==> src/rtl/mac_sequencer.sv <==
// ============================================================================
//  mac_sequencer -- command-driven byte-lane MAC over two operand buffers
//  Revision: 1.0
// ============================================================================
`default_nettype none

module mac_sequencer #(
    parameter int DEPTH  = 16,
    parameter int ADDR_W = $clog2(DEPTH)
) (
    input  logic        clk,
    input  logic        reset,
    input  logic        cmd_valid,
    output logic        cmd_ready,
    input  logic [9:0]  cmd_function_id,
    input  logic [31:0] cmd_inputs_0,
    input  logic [31:0] cmd_inputs_1,
    output logic        rsp_valid,
    input  logic        rsp_ready,
    output logic [31:0] rsp_outputs_0
);

    localparam logic [2:0] c_OP_WR_INPUT  = 3'd0;
    localparam logic [2:0] c_OP_WR_FILTER = 3'd1;
    localparam logic [2:0] c_OP_RUN       = 3'd2;

    typedef enum logic [1:0] {
        S_IDLE = 2'd0,
        S_RUN  = 2'd1,
        S_RESP = 2'd2
    } state_t;

    state_t              state_q, state_d;
    logic [31:0]         acc_q, acc_d;
    logic [ADDR_W-1:0]   idx_q, idx_d;
    logic [ADDR_W:0]     rem_q, rem_d;
    logic                mode_q, mode_d;
    logic [31:0]         rsp_data_q, rsp_data_d;
    logic                rsp_valid_q, rsp_valid_d;

    logic [31:0]         in_mem_q  [DEPTH];
    logic [31:0]         flt_mem_q [DEPTH];

    logic                w_wr_input;
    logic                w_wr_filter;
    logic [ADDR_W-1:0]   w_waddr;
    logic [ADDR_W:0]     w_count;
    logic [31:0]         w_in_word;
    logic [31:0]         w_flt_word;
    logic signed [16:0]  w_prod [4];
    logic signed [18:0]  w_sum4;
    logic [31:0]         w_word_sum;
    logic                w_unused_fid;

    assign w_unused_fid = &{1'b0, cmd_function_id[9:4]};
    assign w_waddr      = cmd_inputs_0[ADDR_W-1:0];
    assign w_count      = (cmd_inputs_0 > 32'(DEPTH)) ? (ADDR_W+1)'(DEPTH)
                                                      : cmd_inputs_0[ADDR_W:0];
    assign w_in_word    = in_mem_q[idx_q];
    assign w_flt_word   = flt_mem_q[idx_q];

    // Adding 128 to a signed byte is the same as flipping its sign bit and
    // reading it as unsigned, giving a 0..255 operand.
    for (genvar b = 0; b < 4; b++) begin : g_lane
        logic signed [8:0] w_in_off;
        assign w_in_off  = {1'b0, ~w_in_word[8*b+7], w_in_word[8*b +: 7]};
        assign w_prod[b] = w_in_off * $signed(w_flt_word[8*b +: 8]);
    end

    assign w_sum4 = {{2{w_prod[0][16]}}, w_prod[0]} + {{2{w_prod[1][16]}}, w_prod[1]}
                  + {{2{w_prod[2][16]}}, w_prod[2]} + {{2{w_prod[3][16]}}, w_prod[3]};
    assign w_word_sum = mode_q ? {{15{w_prod[0][16]}}, w_prod[0]}
                               : {{13{w_sum4[18]}}, w_sum4};

    assign cmd_ready     = (state_q == S_IDLE);
    assign rsp_valid     = rsp_valid_q;
    assign rsp_outputs_0 = rsp_data_q;

    always_comb begin
        state_d     = state_q;
        acc_d       = acc_q;
        idx_d       = idx_q;
        rem_d       = rem_q;
        mode_d      = mode_q;
        rsp_data_d  = rsp_data_q;
        rsp_valid_d = rsp_valid_q;
        w_wr_input  = 1'b0;
        w_wr_filter = 1'b0;
        case (state_q)
            S_IDLE: begin
                if (cmd_valid) begin
                    case (cmd_function_id[2:0])
                        c_OP_WR_INPUT: begin
                            w_wr_input = 1'b1;
                            rsp_data_d = 32'd0;
                            state_d    = S_RESP;
                        end
                        c_OP_WR_FILTER: begin
                            w_wr_filter = 1'b1;
                            rsp_data_d  = 32'd0;
                            state_d     = S_RESP;
                        end
                        c_OP_RUN: begin
                            acc_d  = cmd_inputs_1;
                            idx_d  = '0;
                            rem_d  = w_count;
                            mode_d = cmd_function_id[3];
                            if (w_count == '0) begin
                                rsp_data_d = cmd_inputs_1;
                                state_d    = S_RESP;
                            end else begin
                                state_d = S_RUN;
                            end
                        end
                        default: begin
                            rsp_data_d = acc_q;
                            state_d    = S_RESP;
                        end
                    endcase
                end
            end
            S_RUN: begin
                acc_d = acc_q + w_word_sum;
                idx_d = idx_q + ADDR_W'(1);
                rem_d = rem_q - (ADDR_W+1)'(1);
                if (rem_q == (ADDR_W+1)'(1)) begin
                    rsp_data_d = acc_d;
                    state_d    = S_RESP;
                end
            end
            S_RESP: begin
                // The valid flag rises one cycle after entering RESP.
                rsp_valid_d = 1'b1;
                if (rsp_valid_q && rsp_ready) begin
                    rsp_valid_d = 1'b0;
                    state_d     = S_IDLE;
                end
            end
            default: state_d = S_IDLE;
        endcase
    end

    always_ff @(posedge clk or posedge reset) begin
        if (reset) begin
            state_q     <= S_IDLE;
            acc_q       <= 32'd0;
            idx_q       <= '0;
            rem_q       <= '0;
            mode_q      <= 1'b0;
            rsp_data_q  <= 32'd0;
            rsp_valid_q <= 1'b0;
        end else begin
            state_q     <= state_d;
            acc_q       <= acc_d;
            idx_q       <= idx_d;
            rem_q       <= rem_d;
            mode_q      <= mode_d;
            rsp_data_q  <= rsp_data_d;
            rsp_valid_q <= rsp_valid_d;
        end
    end

    always_ff @(posedge clk) begin
        if (w_wr_input) begin
            in_mem_q[w_waddr] <= cmd_inputs_1;
        end
        if (w_wr_filter) begin
            flt_mem_q[w_waddr] <= cmd_inputs_1;
        end
    end

endmodule

`default_nettype wire

==> config.mk <==
export PLATFORM = sky130hd
export DESIGN_NAME = mac_sequencer
export DESIGN_NICKNAME = d
export VERILOG_FILES = /design/src/rtl/mac_sequencer.sv
export SDC_FILE = /design/constraint.sdc
export NUM_CORES = 2
export LEC_CHECK = 0
export ABC_AREA = 1
export CORE_MARGIN = 3
export CORE_UTILIZATION = 45
export DETAILED_ROUTE_END_ITERATION = 16
export PLACE_DENSITY = 0.65
export SLEW_MARGIN = 20
export SYNTH_ARGS = -nofsm -noshare
export SYNTH_HDL_FRONTEND = slang
export SYNTH_SLANG_ARGS = --single-unit
export TNS_END_PERCENT = 50
==> constraint.sdc <==
create_clock -name clk -period 12.3 [get_ports clk]
set_clock_uncertainty 0.05 [all_clocks]
set_input_delay 1.845 -clock clk [delete_from_list [all_inputs] [get_ports clk]]
set_output_delay 1.845 -clock clk [all_outputs]
set_load 0.005 [all_outputs]
==> out/qor.json <==
{
  "placementRows": {"value": 130},
  "fin_hold_ws": {"value": 433.7, "unit": "ps"},
  "setup_viol": {"value": 0},
  "ctsLongestPathBuffers": {"value": 3},
  "synth.ff_latch_count": {"value": 1101},
  "reg2reg_launch_point": {"value": "idx_q[0]"},
  "syn-num-nets": {"value": 5530},
  "cp.arrival": {"value": 12260, "unit": "ps"},
  "grt.total_usage": {"value": 24.10, "unit": "%"},
  "cell_with_the_largest_stage_delay_on_the_worst_path": {"value": "fa_1"},
  "critical_path_source_type": {"value": "register"},
  "numPortBuffers": {"value": 105},
  "numClockSinks": {"value": 1101},
  "final.setup.worst_slack": {"value": 559.5, "unit": "ps"},
  "core_area": {"value": 0.1264, "unit": "mm2"},
  "syn2layout_area_growth": {"value": 13.79, "unit": "%"},
  "initial_antenna_violation_count": {"value": 5},
  "drt-wirelength-per-cell": {"value": 23.06, "unit": "um"},
  "dp_slack": {"value": 209.3, "unit": "ps"},
  "fraction_of_layout_cells_with_a_size_suffix_above_1": {"value": 10.10, "unit": "%"},
  "tritoncts": {"value": "yes"},
  "grt-busiest-layer": {"value": "met2"},
  "global_route.usage.met1": {"value": 32.42, "unit": "%"},
  "wirelength": {"value": 160200, "unit": "um"},
  "yosysWarnings": {"value": 0},
  "largest_net_degree_at_the_start_of_global_routing": {"value": 101},
  "multi_input_comb_area": {"value": 0.02107, "unit": "mm2"},
  "io_pins": {"value": 112},
  "initial_utilization": {"value": 45.63, "unit": "%"},
  "chipHeight": {"value": 364.0, "unit": "um"},
  "number_of_violations_of_the_max_capacitance_limit": {"value": 0},
  "cts_made_buffers": {"value": 115},
  "grt_first_pass_wirelength": {"value": 237700, "unit": "um"},
  "data_required_time_of_the_critical_path": {"value": 12820, "unit": "ps"},
  "via_count": {"value": 38690},
  "layout.nets": {"value": 5715},
  "rsz0062_at_grt": {"value": "yes"},
  "yosysUniqueCellTypes": {"value": 53},
  "cts.htree.levels": {"value": 3},
  "globalplace.congestion": {"value": 0.9103},
  "seqCellArea": {"value": 0.03269, "unit": "mm2"},
  "grt.met3_usage": {"value": 3.685, "unit": "%"},
  "fill_cells": {"value": 10740},
  "timing.slew.headroom": {"value": 35.11, "unit": "%"},
  "die_width": {"value": 364.0, "unit": "um"},
  "critical_path.max_fanout": {"value": 23},
  "path_clk_slew": {"value": 60, "unit": "ps"},
  "first_iter_violations": {"value": 3890},
  "clk-insertion-delay-late": {"value": 730, "unit": "ps"},
  "crit_path_end_kind": {"value": "register"},
  "die_area": {"value": 0.1325, "unit": "mm2"},
  "hp-class": {"value": "reg2reg"},
  "run_status": {"value": "complete, no violations"},
  "synth_enable_flop_cells": {"value": 1024},
  "layout_worst_path_cycle_share": {"value": 95.45, "unit": "%"},
  "max_clock_freq": {"value": 0.08517, "unit": "GHz"},
  "synth-main-ff-cell": {"value": "edfxtp_1"},
  "layout.cells.most_common": {"value": "edfxtp_1"},
  "synthesis.area": {"value": 0.05767, "unit": "mm2"},
  "vias_per_cell": {"value": 5.568},
  "synth_seq_area_share": {"value": 56.66, "unit": "%"},
  "clockRootBuffer": {"value": "clkbuf_16"},
  "worstSetupPathType": {"value": "reg2reg"},
  "cp_slowest_stage_delay": {"value": 530, "unit": "ps"},
  "postSynthCellCount": {"value": 5016},
  "drt_first_pass_iters": {"value": 5},
  "final_cells": {"value": 6948},
  "cts.hold.buffers_added": {"value": 0},
  "dp_hpwl": {"value": 99230, "unit": "um"},
  "antenna_violating_nets_post_route": {"value": 0},
  "final_cell_mix": {"value": "edfxtp_1, inv_1, nand2_1"},
  "grt.met2_usage": {"value": 40.41, "unit": "%"},
  "max_slew.worst_pin.slew": {"value": 973.4, "unit": "ps"},
  "first_global_vias": {"value": 37920},
  "drc_errors": {"value": 0},
  "globalRoute.totalOverflow": {"value": 0},
  "syn-mean-instance-area": {"value": 11.50, "unit": "um2"},
  "launch_point_of_the_worst_hold_path": {"value": "rsp_outputs_0[2]"},
  "timing.final.max_slew_violations": {"value": 0},
  "final_core_util": {"value": 51.92, "unit": "%"},
  "timing_hold_violations_final": {"value": 0},
  "worst_setup_path_startpoint": {"value": "idx_q[0]"},
  "ys_async_sr_fraction": {"value": 6.994, "unit": "%"},
  "fin_crit": {"value": 11740, "unit": "ps"},
  "place.detailed.instances": {"value": 6718}
}
-- registers in the layout, summed over array words and instances, names as in the netlist, 2 cells and up --
name	cells
rsp_outputs_0	32
state_q	2
flt_mem_q	512
idx_q	4
in_mem_q	512
acc_q	32
rem_q	5
-- path summary, 6_finish.rpt --
kind / endpoint / depth (start not counted) / slack [ps]
setup / recovery: rsp_outputs_0[19] / 53 / 560
hold / removal: rsp_outputs_0[2] / 2 / 430
setup reg to reg: rsp_outputs_0[19] / 53 / 560
hold reg to reg: rsp_outputs_0[2] / 2 / 430
max in group asynchronous: idx_q[0] / 3 / 9610
min in group asynchronous: state_q[0] / 2 / 1280
-- worst max-delay path: cells and delay by family (launching register included) --
family          cells  cell delay (ps)
compound gates     15             2070
xor+xnor            2              400
fa+ha+maj          14             6000
buf+inv            11             1090
flops               1              510
simple gates       11             1420
-- metal layers --
metal | up-vias | part of all wire, %
li1 | 17790 | -
met5 | - | 0.0087
met3 | 257 | 7.1
met1 | 19280 | 42
met4 | 2 | 3.1
met2 | 1361 | 47
-- logic make-up (layout without fill, tap and decap cells) --
logic type	after synthesis	after routing	share of synthesized area (%)
flip-flops	1101	1101	56.66
other	0	3	0
AND/OR/NAND/NOR	982	982	7.210
AO/OA/AOI/OAI	1149	1149	11.48
adder cells (fa/ha/maj)	436	436	12.14
XOR/XNOR	34	34	0.5164
buffers and inverters	1057	1336	7.535
multiplexers	257	257	4.461
-- through the flow --
stage               setup TNS [ps]  instance area [um2]
floorplan                        0                57670
global placement                 0                61370
detailed placement               0                61360
CTS                              0                65220
global route                -173.7                65610
finish                           0                65620
-- final cells by class --
class | instances | area share [%]
Clock inverter | 73 | 1.299
Tap cell | 1650 | 3.146
Clock buffer | 138 | 4.582
Antenna cell | 3 | 0.01144
Inverter | 837 | 4.813
Sequential cell | 1101 | 49.82
Multi-Input combinational cell | 2858 | 32.11
Timing Repair Buffer | 288 | 4.222
-- cell usage after synthesis (13+ instances only) --
master    count  share of area, %
a21oi_1     398               3.5
o211ai_2     13              0.28
a31oi_1      56              0.61
o21ai_1      25              0.22
nor2_1      226               1.5
inv_2        13             0.085
inv_1       824               5.4
buf_4        20              0.26
nand3_1     140               1.2
ha_1        230               5.0
fa_1        206               7.2
nand4_1      19              0.21
buf_6        28              0.55
mux2i_1     257               4.5
o21ai_0     380               3.3
o211ai_1    244               3.2
edfxtp_1   1024                53
dfrtp_1      77               3.3
buf_1        23              0.15
clkbuf_1    111              0.72
buf_2        33              0.29
nor3_1       15              0.13
xor2_1       25              0.38
nand2_1     502               3.3
nand2_2      60              0.65
-- what timing repair did --
action,4_1_cts,5_1_grt
setup buffers,0,14
gates resized for setup,0,56
endpoints found under the setup margin,0,38
Power is not shown: default switching activity piles up to over one toggle a cycle in this logic, so the estimate is an artifact.
